[config.mk]
export PLATFORM = sky130hd
export DESIGN_NAME = apb_controller
export DESIGN_NICKNAME = d
export VERILOG_FILES = /design/src/rtl/apb_bridge_pkg.sv /design/src/rtl/apb_controller.sv
export SDC_FILE = /design/constraint.sdc
export NUM_CORES = 1
export LEC_CHECK = 0
export ABC_CLOCK_PERIOD_IN_PS = 2500
export CORE_MARGIN = 8
export CORE_UTILIZATION = 45
export DETAILED_ROUTE_END_ITERATION = 6
export PLACE_DENSITY = 0.83
export SLEW_MARGIN = 10
export SYNTH_ARGS = -nofsm -noshare
export SYNTH_HDL_FRONTEND = slang
export SYNTH_SLANG_ARGS = --single-unit
[constraint.sdc]
create_clock -name Hclk -period 2.5 [get_ports Hclk]
set_input_delay 0.25 -clock Hclk [delete_from_list [all_inputs] [get_ports Hclk]]
set_output_delay 0.25 -clock Hclk [all_outputs]
set_load 0.01 [all_outputs]
[src/rtl/apb_bridge_pkg.sv]
// Shared types and width defaults for the AHB-to-APB bridge.
package apb_bridge_pkg;

    localparam int unsigned DEFAULT_ADDR_W = 32;
    localparam int unsigned DEFAULT_DATA_W = 32;
    localparam int unsigned DEFAULT_SEL_W  = 3;

    typedef enum logic [2:0] {
        ST_IDLE,
        ST_WWAIT,
        ST_READ,
        ST_RENABLE,
        ST_WRITE,
        ST_WENABLE,
        ST_WRITEP,
        ST_WENABLEP
    } bridge_state_e;

endpackage

[src/rtl/apb_controller.sv]
// AHB-to-APB bridge FSM: turns qualified AHB transfers into APB setup/enable
// sequences and stalls the AHB master while a transfer is in flight.
module apb_controller
    import apb_bridge_pkg::*;
#(
    parameter int unsigned ADDR_W = DEFAULT_ADDR_W,
    parameter int unsigned DATA_W = DEFAULT_DATA_W,
    parameter int unsigned SEL_W  = DEFAULT_SEL_W
) (
    input  logic              Hclk,
    input  logic              Hreset,
    input  logic              valid,
    input  logic [ADDR_W-1:0] Haddr,
    input  logic              Hwrite,
    input  logic [DATA_W-1:0] Hwdata,
    input  logic [SEL_W-1:0]  tempselx,
    input  logic [DATA_W-1:0] Prdata,
    output logic              Pwrite,
    output logic              Penable,
    output logic [SEL_W-1:0]  Pselx,
    output logic [ADDR_W-1:0] Paddr,
    output logic [DATA_W-1:0] Pwdata,
    output logic              Hreadyout,
    output logic [DATA_W-1:0] Hrdata
);

    bridge_state_e state_q, state_d;

    logic [ADDR_W-1:0] addr_q;
    logic [SEL_W-1:0]  sel_q;
    logic              write_q;

    logic [ADDR_W-1:0] paddr_q, paddr_d;
    logic [SEL_W-1:0]  psel_q, psel_d;
    logic [DATA_W-1:0] pwdata_q, pwdata_d;
    logic              pwrite_q, pwrite_d;
    logic              penable_q, penable_d;
    logic              hready_q, hready_d;

    // AHB address pipeline: only accept a new address phase when not stalling.
    logic capture;
    assign capture = valid & hready_q;

    always_comb begin
        state_d = state_q;
        case (state_q)
            ST_IDLE, ST_RENABLE, ST_WENABLE: begin
                if (valid) state_d = Hwrite ? ST_WWAIT : ST_READ;
                else       state_d = ST_IDLE;
            end
            ST_WWAIT:    state_d = valid ? ST_WRITEP : ST_WRITE;
            ST_READ:     state_d = ST_RENABLE;
            ST_WRITE:    state_d = valid ? ST_WENABLEP : ST_WENABLE;
            ST_WRITEP:   state_d = ST_WENABLEP;
            ST_WENABLEP: begin
                if (!write_q)   state_d = ST_READ;
                else if (valid) state_d = ST_WRITEP;
                else            state_d = ST_WRITE;
            end
            default:     state_d = ST_IDLE;
        endcase
    end

    // APB outputs are decided by the state being entered.
    always_comb begin
        paddr_d   = paddr_q;
        psel_d    = psel_q;
        pwdata_d  = pwdata_q;
        pwrite_d  = pwrite_q;
        penable_d = 1'b0;
        hready_d  = 1'b1;
        case (state_d)
            ST_READ: begin
                // A read queued behind a write was already captured into addr_q.
                if (state_q == ST_WENABLEP) begin
                    paddr_d = addr_q;
                    psel_d  = sel_q;
                end else begin
                    paddr_d = Haddr;
                    psel_d  = tempselx;
                end
                pwrite_d = 1'b0;
                hready_d = 1'b0;
            end
            ST_WRITE, ST_WRITEP: begin
                paddr_d  = addr_q;
                psel_d   = sel_q;
                pwdata_d = Hwdata;
                pwrite_d = 1'b1;
                hready_d = (state_d != ST_WRITEP);
            end
            ST_RENABLE, ST_WENABLE, ST_WENABLEP: begin
                penable_d = 1'b1;
            end
            default: begin
                psel_d = '0;
            end
        endcase
    end

    always_ff @(posedge Hclk) begin
        if (Hreset) begin
            state_q   <= ST_IDLE;
            addr_q    <= '0;
            sel_q     <= '0;
            write_q   <= 1'b0;
            paddr_q   <= '0;
            psel_q    <= '0;
            pwdata_q  <= '0;
            pwrite_q  <= 1'b0;
            penable_q <= 1'b0;
            hready_q  <= 1'b1;
        end else begin
            state_q   <= state_d;
            paddr_q   <= paddr_d;
            psel_q    <= psel_d;
            pwdata_q  <= pwdata_d;
            pwrite_q  <= pwrite_d;
            penable_q <= penable_d;
            hready_q  <= hready_d;
            if (capture) begin
                addr_q  <= Haddr;
                sel_q   <= tempselx;
                write_q <= Hwrite;
            end
        end
    end

    assign Paddr     = paddr_q;
    assign Pselx     = psel_q;
    assign Pwdata    = pwdata_q;
    assign Pwrite    = pwrite_q;
    assign Penable   = penable_q;
    assign Hreadyout = hready_q;
    assign Hrdata    = Prdata;

endmodule
==> results of run 1 <==
## power by group through the flow
stage	sequential [mW]	clock, mW	combinational, mW
2_1_floorplan	2.11	0	0.656
5_1_grt	2.06	1.18	1.24
3_3_place_gp	2.06	0	1.11
4_1_cts	2.03	1.11	1.15
6_report	2.03	1.08	1.13
3_5_place_dp	2.07	0	1.14
## logic make-up (layout without fill, tap and decap cells)
logic type,Yosys count,after routing,synth area share [%]
compound gates,123,123,20.8
xor+xnor,1,1,0.349
buf+inv,74,166,9.84
flops,109,109,46.8
mux,3,3,0.724
simple gates,258,258,21.5
## metrics by stage
step / setup WS [ps] / instances / hold slack, ps / instance area (um^2) / util (%)
2_1_floorplan: 1050 / 568 / 386 / 4670 / -
3_3_place_gp: 599 / 780 / 441 / 5880 / 57.7
3_5_place_dp: 424 / 780 / 448 / 5880 / 57.7
4_1_cts: 659 / 796 / 396 / 6080 / 59.7
5_1_grt: 523 / 796 / 398 / 6080 / 59.7
6_report: 649 / 796 / 411 / 6080 / 59.7
## per-layer routing
metal	GRT usage (%)	vias to the layer above	part of all wire (%)
met5	0	-	0
met4	8.33	0	2.4
met3	5.56	40	8.5
met2	27.9	138	49
met1	18.1	1868	40
li1	-	2018	-
## worst max-delay path, stage by stage (launching register included)
cell       delay [ps]
dfxtp_1           670
o21ba_4           260
o2bb2ai_4         160
buf_12            300
nor2_1            100
a311oi_2          250
## registers in the layout, indices dropped and copies added (netlist names), 3 cells and up
signal,cells
Paddr,32
Pwdata,32
addr_q,32
Pselx,3
sel_q,3
state_q,3
## cell type report
cell class	count	area [um^2]	share of cell area [%]
sequential	109	2180	35.9
multi-input combinational	385	2020	33.3
timing repair buffer	150	1500	24.7
tap	136	170	2.80
clock buffer	10	128	2.10
clock inverter	6	72.6	1.19
## cell usage in the layout, fill, tap and decap left out, types with 3 or more instances in the layout
cell,n
a21oi_1,75
nand2_1,207
dfxtp_1,109
buf_4,9
a311oi_2,28
mux2_2,3
a211oi_1,3
o21ai_0,4
nand2b_1,3
nor2_1,38
clkinvlp_4,3
clkbuf_8,9
a311oi_1,4
clkdlybuf4s50_1,139
## path summary, 6_finish.rpt
check	start	endpoint	slack, ps	cells after the start
worst min-delay path	Hreset	state_q[1]	410	2
worst max-delay path	state_q[0]	Paddr[28]	650	5
worst min register to register	Pwdata[11]	Pwdata[11]	460	2
worst max register to register	state_q[0]	Paddr[28]	650	5
==> reports/results.txt, run 1 <==
status = complete, no violations
Setup violations, final = 0
initial core utilization = 45.8%
Leak = 2.16 nW
FF+latch count, synth = 109
share of cells above drive strength 1 = 9.55%
Synth top area share = 46.8%
P per Cell Area = 698 mW/mm^2
Reg power frac = 47.9%
Pre-antenna DRT Iters = 5
Setup TNS = 0 ps
Hold Fails Final Rpt = 0
Post-layout nets = 758
most frequent cells after synthesis = nand2_1 (207), dfxtp_1 (109), a21oi_1 (75)
# IOs = 205
PostCTS Resize Cnt = 0
Antenna Violating Nets Remaining = 0
period utilization = 74.1%
EDFF count, synth = 0
RePlAce Congestion = 0.772
Top FF cell, synth = dfxtp_1
Syn Inst Count = 568
Overall Global Routing Usage = 16.5%
Unique masters post-synth = 32
IO Port Bufs = 140
Net Count, Synth = 671
Slew headroom = 54.7%
Die ar. = 0.0139 mm^2
core area = 0.0102 mm^2
top cells by area, synth = dfxtp_1 (47%), nand2_1 (17%), a311oi_2 (9.0%)
Critical Path RT = 2780 ps
post-route DRC violation count = 0
TritonCTS clock tree = done
f_max = 540 MHz
Critical Path AT = 2130 ps
vias in the first global route = 4080
TritonCTS buffer count = 9
Rows = 37
max_cap viols = 0
vias = 4064
RSZ-0062 raised after global routing = no
Fillers = 886
HP Class = input pin to flop
Setup Skew = 8.83 ps
Remaining Overflow, GRT = 0
Syn Area/Cell = 8.21 um^2
total wire length = 11700 um
Crit Path Max Fanout = 64
vias per cell = 5.11
Crit. End Element = flop
clock share of power = 25.5%
Overall Power = 4.24 mW
Slew @ Worst Pin = 679 ps
CTS H-tree lvls = 3
CTS clock-pin slew for the worst setup and hold paths = 100 ps
first-pass GRT wire length = 19400 um
DR WL/cell = 14.6 um
largest net degree at the start of global routing = 65
largest area contributor in the netlist = dfxtp_1
clk buf depth = 2
logic gate share of total power = 26.6%
Slew Viols, Final = 0
register area share after synthesis = 46.8%
DIE WIDTH = 118 um
clock latency on the worst-skew pair = 360 ps
initial antenna violation count = 0
CTS Sinks = 109
DRT iter0 DRCs = 178
root buffer cell = clkbuf_8
HPWL Detailed = 8380 um
switching power = 1.29 mW
Post-CTS Setup Repair Bufs = 0
ANT cells = 0
Post-synth ARST share = 0%
area delta synth->final = 30.2%
fin crit period = 1850 ps
Crit Path Class = flop to flop
Ys Warns = 0
top-count cell post-synth = nand2_1
maximum VDD drop = 0.331 mV
switching part of the total = 30.4%
hold buffers post-CTS = 0
P_int = 2.95 mW
Mapped Area = 0.00467 mm^2
CP startpoint kind = flop
DIE HEIGHT = 118 um
Note: power is estimated with default switching activity, not from simulation.
==> run 2, diff against run 1 <==
--- a/config.mk
+++ b/config.mk
@@ -5,11 +5,11 @@
 export SDC_FILE = /design/constraint.sdc
 export NUM_CORES = 1
 export LEC_CHECK = 0
-export ABC_CLOCK_PERIOD_IN_PS = 2500
+export ABC_CLOCK_PERIOD_IN_PS = 1700
 export CORE_MARGIN = 8
-export CORE_UTILIZATION = 45
+export CORE_UTILIZATION = 38
 export DETAILED_ROUTE_END_ITERATION = 6
-export PLACE_DENSITY = 0.83
+export PLACE_DENSITY = 0.74
 export SLEW_MARGIN = 10
 export SYNTH_ARGS = -nofsm -noshare
 export SYNTH_HDL_FRONTEND = slang
==> constraint.sdc (replaced) <==
create_clock -name Hclk -period 1.7 [get_ports Hclk]
set_input_delay 0.17 -clock Hclk [delete_from_list [all_inputs] [get_ports Hclk]]
set_output_delay 0.17 -clock Hclk [all_outputs]
set_load 0.01 [all_outputs]
==> run 2 against run 1 <==
Net effect:
- die area increased by 16%
- clock skew is 1.6 ps lower
- critical path depth did not move
- total power increased by 62%
- worst hold slack got worse by 160 ps
- first-iteration DRC count grew 42%
- largest power group unchanged
==> reports/results.txt, run 2 (same netlist as run 1, synthesis figures left out) <==
clock latency on the worst-skew pair = 340 ps (was 360 ps)
vias in the first global route = 4215 (was 4080)
Critical Path RT = 1950 ps (was 2780 ps)
DRT iter0 DRCs = 253 (was 178)
f_max = 644 MHz (was 540 MHz)
M1 GR Usage = 17.1% (was 18.1%)
status = complete, no violations (unchanged)
Slew @ Worst Pin = 423 ps (was 679 ps)
Overall Power = 6.87 mW (was 4.24 mW)
DIE HEIGHT = 127 um (was 118 um)
commonest non-fill, non-tap cell in the layout = nand2_1 (unchanged)
Hold Fails Final Rpt = 0 (unchanged)
Reg2Reg Setup Slack = 150 ps (was 650 ps)
root buffer cell = clkbuf_16 (was clkbuf_8)
first-pass GRT wire length = 20200 um (was 19400 um)
Fillers = 1086 (was 886)
RSZ-0062 raised after global routing = yes (was no)
hold buffers post-CTS = 0 (unchanged)
GR Util met2 = 23.7% (was 27.9%)
TritonCTS clock tree = done (unchanged)
Area after DPL = 0.00605 mm^2 (was 0.00588 mm^2)
Remaining Overflow, GRT = 0 (unchanged)
CTS Sinks = 109 (unchanged)
GR peak layer = met2 (unchanged)
commonest cells after routing, fill and taps aside = nand2_1 (207), clkdlybuf4s50_1 (139), dfxtp_1 (109) (unchanged)
largest net degree at the start of global routing = 42 (was 65)
Post-layout nets = 770 (was 758)
HP Class = input pin to flop (unchanged)
Pre-antenna DRT Iters = 4 (was 5)
maximum VDD drop = 0.393 mV (was 0.331 mV)
Rows = 40 (was 37)
area delta synth->final = 36.3% (was 30.2%)
multi-input logic area = 0.00202 mm^2 (unchanged)
hold slack final = 251 ps (was 411 ps)
worst hold start = Hreset (unchanged)
vias per cell = 5.07 (was 5.11)
R2R depth = 5 (unchanged)
DR WL/cell = 15.0 um (was 14.6 um)
period utilization = 91.4% (was 74.1%)
CP startpoint kind = flop (unchanged)
Leak = 2.31 nW (was 2.16 nW)
RePlAce Congestion = 0.796 (was 0.772)
Setup violations, final = 0 (unchanged)
Crit Path Max Fanout = 5 (was 64)
Crit. End Element = flop (unchanged)
CP startpoint = state_q[2] (was state_q[0])
Antenna Violating Nets Remaining = 0 (unchanged)
FF-to-FF Start = state_q[2] (was state_q[0])
# IOs = 205 (unchanged)
final instance area = 0.00636 mm^2 (was 0.00608 mm^2)
initial core utilization = 38.8% (was 45.8%)
fin crit period = 1550 ps (was 1850 ps)
Sequential cell area = 0.00218 mm^2 (unchanged)
P per Cell Area = 1080 mW/mm^2 (was 698 mW/mm^2)
Critical Path AT = 1810 ps (was 2130 ps)
Worst Hold Depth = 2 (unchanged)
TritonCTS buffer count = 9 (unchanged)
utilization after layout = 53.0% (was 59.7%)
CTS clock-pin slew for the worst setup and hold paths = 70 ps (was 100 ps)
Slew headroom = 71.4% (was 54.7%)
core area = 0.0120 mm^2 (was 0.0102 mm^2)
total wire length = 12300 um (was 11700 um)
CTS H-tree lvls = 3 (unchanged)
Slew Viols, Final = 0 (unchanged)
Crit Path Class = flop to flop (unchanged)
max_cap viols = 0 (unchanged)
met3 Resource Use GR = 6.87% (was 5.56%)
ANT cells = 0 (unchanged)
Setup Skew = 7.18 ps (was 8.83 ps)
Overall Global Routing Usage = 15.3% (was 16.5%)
HPWL Detailed = 8990 um (was 8380 um)
vias = 4142 (was 4064)
initial antenna violation count = 0 (unchanged)
Die ar. = 0.0161 mm^2 (was 0.0139 mm^2)
post-route DRC violation count = 0 (unchanged)
clk buf depth = 2 (unchanged)
IO Port Bufs = 140 (unchanged)
share of cells above drive strength 1 = 11.0% (was 9.55%)
DIE WIDTH = 127 um (was 118 um)
-- run 2: cell types whose count changed in the layout (fill, tap and decap cells not counted) --
cell,previous run,this run
buf_6,0,2
clkbuf_8,9,2
buf_4,9,13
buf_12,2,8
clkbuf_16,0,9
clkinvlp_4,3,1
inv_8,1,0
clkbuf_1,1,0
-- run 2: area by class of cell --
cell class | count | share of cell area (%)
Multi-Input combinational cell | 385 | 31.8
Tap cell | 147 | 2.89
Timing Repair Buffer | 162 | 26.3
Sequential cell | 109 | 34.3
Clock buffer | 11 | 3.97
Clock inverter | 3 | 0.728
-- run 2: worst max-delay path: stages, from the launching register on --
cell and delay, ps:
dfxtp_1 460, xnor2_2 160, nor3b_1 340, buf_4 180, o21ai_0 70, a211oi_1 250
-- run 2: path summary, 6_finish.rpt --
| kind | end |
|---|---|
| min | state_q[1] |
| max | Pselx[2] |
| max reg2reg | Pselx[2] |
| min reg2reg | addr_q[20] |
-- run 2: power by group --
group          leakage [nW]  internal [mW]  switching, mW
combinational          1.27          0.912          0.872
clock                 0.144           1.21          0.898
sequential            0.895           2.82          0.151
total                  2.31           4.94           1.92
-- run 2: routing by layer --
| layer | part of all wire (%) | up-vias |
|---|---|---|
| met5 | 0 | - |
| li1 | - | 2047 |
| met4 | 3.4 | 0 |
| met3 | 10 | 32 |
| met1 | 41 | 1926 |
| met2 | 45 | 137 |
-- run 2: stage by stage --
stage | setup slack (ps) | cells | setup TNS, ps
2_1_floorplan | 251 | 568 | 0
6_report | 146 | 817 | 0
3_3_place_gp | -72.9 | 803 | -1360
3_5_place_dp | -134 | 803 | -3340
4_1_cts | 137 | 817 | 0
5_1_grt | -14.8 | 817 | -14.8
-- run 2: repair_timing --
action                                  in CTS  in global routing
gates resized for setup                      0                  2
buffers inserted                             0                  0
endpoints found under the setup margin       0                  1
==> run 3, diff against run 2 <==
--- a/config.mk
+++ b/config.mk
@@ -5,11 +5,13 @@
 export SDC_FILE = /design/constraint.sdc
 export NUM_CORES = 1
 export LEC_CHECK = 0
+export ABC_AREA = 1
 export ABC_CLOCK_PERIOD_IN_PS = 1700
+export CAP_MARGIN = 20
 export CORE_MARGIN = 8
 export CORE_UTILIZATION = 38
 export DETAILED_ROUTE_END_ITERATION = 6
-export PLACE_DENSITY = 0.74
+export PLACE_DENSITY = 0.75
 export SLEW_MARGIN = 10
 export SYNTH_ARGS = -nofsm -noshare
 export SYNTH_HDL_FRONTEND = slang
==> run 3 against run 2 <==
Net effect:
- area after synthesis shrank 1.5%
- cell count grew 4.7%
- die area shrank 1.3%
- count of clock-buffer cells in the layout shrank 1
==> reports/results.txt, run 3 <==
Hold EP = state_q[0] (was state_q[1])
RePlAce Congestion = 0.829 (was 0.796)
utilization after layout = 53.4% (was 53.0%)
initial antenna violation count = 0 (unchanged)
Remaining Overflow, GRT = 0 (unchanged)
Post-layout nets = 806 (was 770)
Crit Path Class = flop to flop (unchanged)
DIE HEIGHT = 126 um (was 127 um)
vias = 4266 (was 4142)
P per Cell Area = 1150 mW/mm^2 (was 1080 mW/mm^2)
FF-to-FF Start = state_q[1] (was state_q[2])
CTS clock-pin slew for the worst setup and hold paths = 70 ps (about the same)
ANT cells = 0 (unchanged)
Ys Warns = 0 (unchanged)
total wire length = 12800 um (was 12300 um)
Pre-antenna DRT Iters = 4 (unchanged)
largest area contributor in the netlist = dfxtp_1 (unchanged)
Slew Viols, Final = 0 (unchanged)
HP Class = input pin to flop (unchanged)
TritonCTS buffer count = 9 (unchanged)
Overall Power = 7.30 mW (was 6.87 mW)
vias in the first global route = 4141 (was 4215)
CTS H-tree lvls = 3 (unchanged)
hold buffers post-CTS = 0 (unchanged)
TritonCTS clock tree = done (unchanged)
Mapped Area = 0.00459 mm^2 (was 0.00467 mm^2)
initial core utilization = 38.6% (was 38.8%)
Setup violations, final = 0 (unchanged)
worst hold start = Hreset (unchanged)
EDFF count, synth = 0 (unchanged)
Slew headroom = 62.6% (was 71.4%)
hold slack final = 183 ps (was 251 ps)
status = complete, no violations (unchanged)
Crit. End Element = flop (unchanged)
Critical Path RT = 1940 ps (was 1950 ps)
most frequent cells after synthesis = dfxtp_1 (109), nand2_1 (96), a21oi_1 (83) (was nand2_1 (207), dfxtp_1 (109), a21oi_1 (75))
Setup Skew = 6.77 ps (was 7.18 ps)
max_cap viols = 0 (unchanged)
core area = 0.0119 mm^2 (was 0.0120 mm^2)
period utilization = 91.6% (was 91.4%)
Overall Global Routing Usage = 15.6% (was 15.3%)
DIE WIDTH = 126 um (was 127 um)
Crit Path Max Fanout = 8 (was 5)
largest net degree at the start of global routing = 52 (was 42)
Worst Hold Depth = 2 (unchanged)
area delta synth->final = 38.5% (was 36.3%)
R2R depth = 10 (was 5)
clk buf depth = 2 (unchanged)
DRT iter0 DRCs = 238 (was 253)
Top FF cell, synth = dfxtp_1 (unchanged)
Antenna Violating Nets Remaining = 0 (unchanged)
r2r endpoint = Paddr[16] (was Pselx[2])
IO Port Bufs = 140 (unchanged)
Syn Area/Cell = 7.62 um^2 (was 8.21 um^2)
f_max = 642 MHz (was 644 MHz)
register area share after synthesis = 47.5% (was 46.8%)
fin crit period = 1560 ps (was 1550 ps)
root buffer cell = clkbuf_16 (unchanged)
Synth top area share = 47.5% (was 46.8%)
Critical Path AT = 1800 ps (was 1810 ps)
vias per cell = 4.99 (was 5.07)
Hold Fails Final Rpt = 0 (unchanged)
post-route DRC violation count = 0 (unchanged)
Die ar. = 0.0159 mm^2 (was 0.0161 mm^2)
share of cells above drive strength 1 = 13.0% (was 11.0%)
Syn Inst Count = 603 (was 568)
Unique masters post-synth = 22 (was 32)
Leak = 2.41 nW (was 2.31 nW)
commonest cells after routing, fill and taps aside = clkdlybuf4s50_1 (139), dfxtp_1 (106), nand2_1 (95) (was nand2_1 (207), clkdlybuf4s50_1 (139), dfxtp_1 (109))
FF+latch count, synth = 109 (unchanged)
Post-synth ARST share = 0% (unchanged)
DR WL/cell = 15.0 um (about the same)
CP startpoint kind = flop (unchanged)
top cells by area, synth = dfxtp_1 (47%), a21oi_1 (9.0%), nand2_1 (7.8%) (was dfxtp_1 (47%), nand2_1 (17%), a311oi_2 (9.0%))
Slew @ Worst Pin = 561 ps (was 423 ps)
HPWL Detailed = 9160 um (was 8990 um)
first-pass GRT wire length = 20300 um (was 20200 um)
clock latency on the worst-skew pair = 350 ps (was 340 ps)
maximum VDD drop = 0.636 mV (was 0.393 mV)
Net Count, Synth = 706 (was 671)
Rows = 40 (unchanged)
top-count cell post-synth = dfxtp_1 (was nand2_1)
CTS Sinks = 109 (unchanged)
Reg2Reg Setup Slack = 140 ps (was 150 ps)
commonest non-fill, non-tap cell in the layout = clkdlybuf4s50_1 (was nand2_1)
# IOs = 205 (unchanged)
-- run 3: how the worst max path moves through the flow --
| stage | start | slack, ps | endpoint | depth (start not counted) |
|---|---|---|---|---|
| 2_1_floorplan | state_q[1] | 280 | Paddr[27] | 7 |
| 3_3_place_gp | valid | 20 | Paddr[5] | 10 |
| 3_5_place_dp | valid | -7 | Paddr[15] | 10 |
| 4_1_cts | state_q[1] | 60 | Paddr[17] | 8 |
| 5_1_grt | state_q[1] | -8 | Paddr[2] | 9 |
| 6_report | state_q[1] | 140 | Paddr[16] | 10 |
-- run 3: cells by family after synthesis --
| group | after synthesis | share of synthesized area [%] |
|---|---|---|
| AOI/OAI and AO/OA | 134 | 14.7 |
| buffers and inverters | 94 | 11.4 |
| DFF | 109 | 47.5 |
| and+or+nand+nor | 266 | 26.4 |
-- run 3: final cells by class --
type                            count  area [um^2]
Fill cell                        1099         5550
Tap cell                          147          184
Clock inverter                      6         87.6
Clock buffer                       10          229
Sequential cell                   109         2190
Multi-Input combinational cell    400         1900
Timing Repair Buffer              162         1700
Inverter                           21         81.3
-- run 3: critical path, stage by stage (launching register included) --
cell and delay [ps]:
dfxtp_2 360, nor2_1 140, nand2_2 100, nand3_1 80
nand2_1 120, nor2_4 160, buf_12 130, buf_12 120
nand2_1 50, a21oi_1 140, nor2_1 60
-- run 3: power breakdown --
group	switching [mW]	total (mW)	internal, mW
Clock	0.915	2.20	1.29
Sequential	0.165	3.02	2.86
Combinational	1.00	2.07	1.06
-- run 3: repair_timing --
item	4_1_cts	5_1_grt
setup buffers	0	3
pin swaps	0	2
gates resized for setup	1	5
endpoints found under the setup margin	15	35
cloned	0	2
-- run 3: stage by stage --
stage                     setup TNS, ps  setup WS, ps  instance area, um^2  cells
final                                 0           143                 6360    855
after global routing              -16.5         -7.85                 6360    855
after CTS                             0          60.0                 6270    850
after detailed placement          -28.8         -7.29                 5950    834
after global placement                0          19.1                 5950    834
after floorplan                       0           283                 4590    603
-- run 3: per-layer routing --
layer | up-vias | track usage, % | share of wire (%)
li1 | 2134 | - | -
met1 | 1943 | 17.9 | 44
met2 | 165 | 25.6 | 46
met3 | 24 | 5.15 | 8.3
met4 | 0 | 7.43 | 1.9
met5 | - | 0 | 0
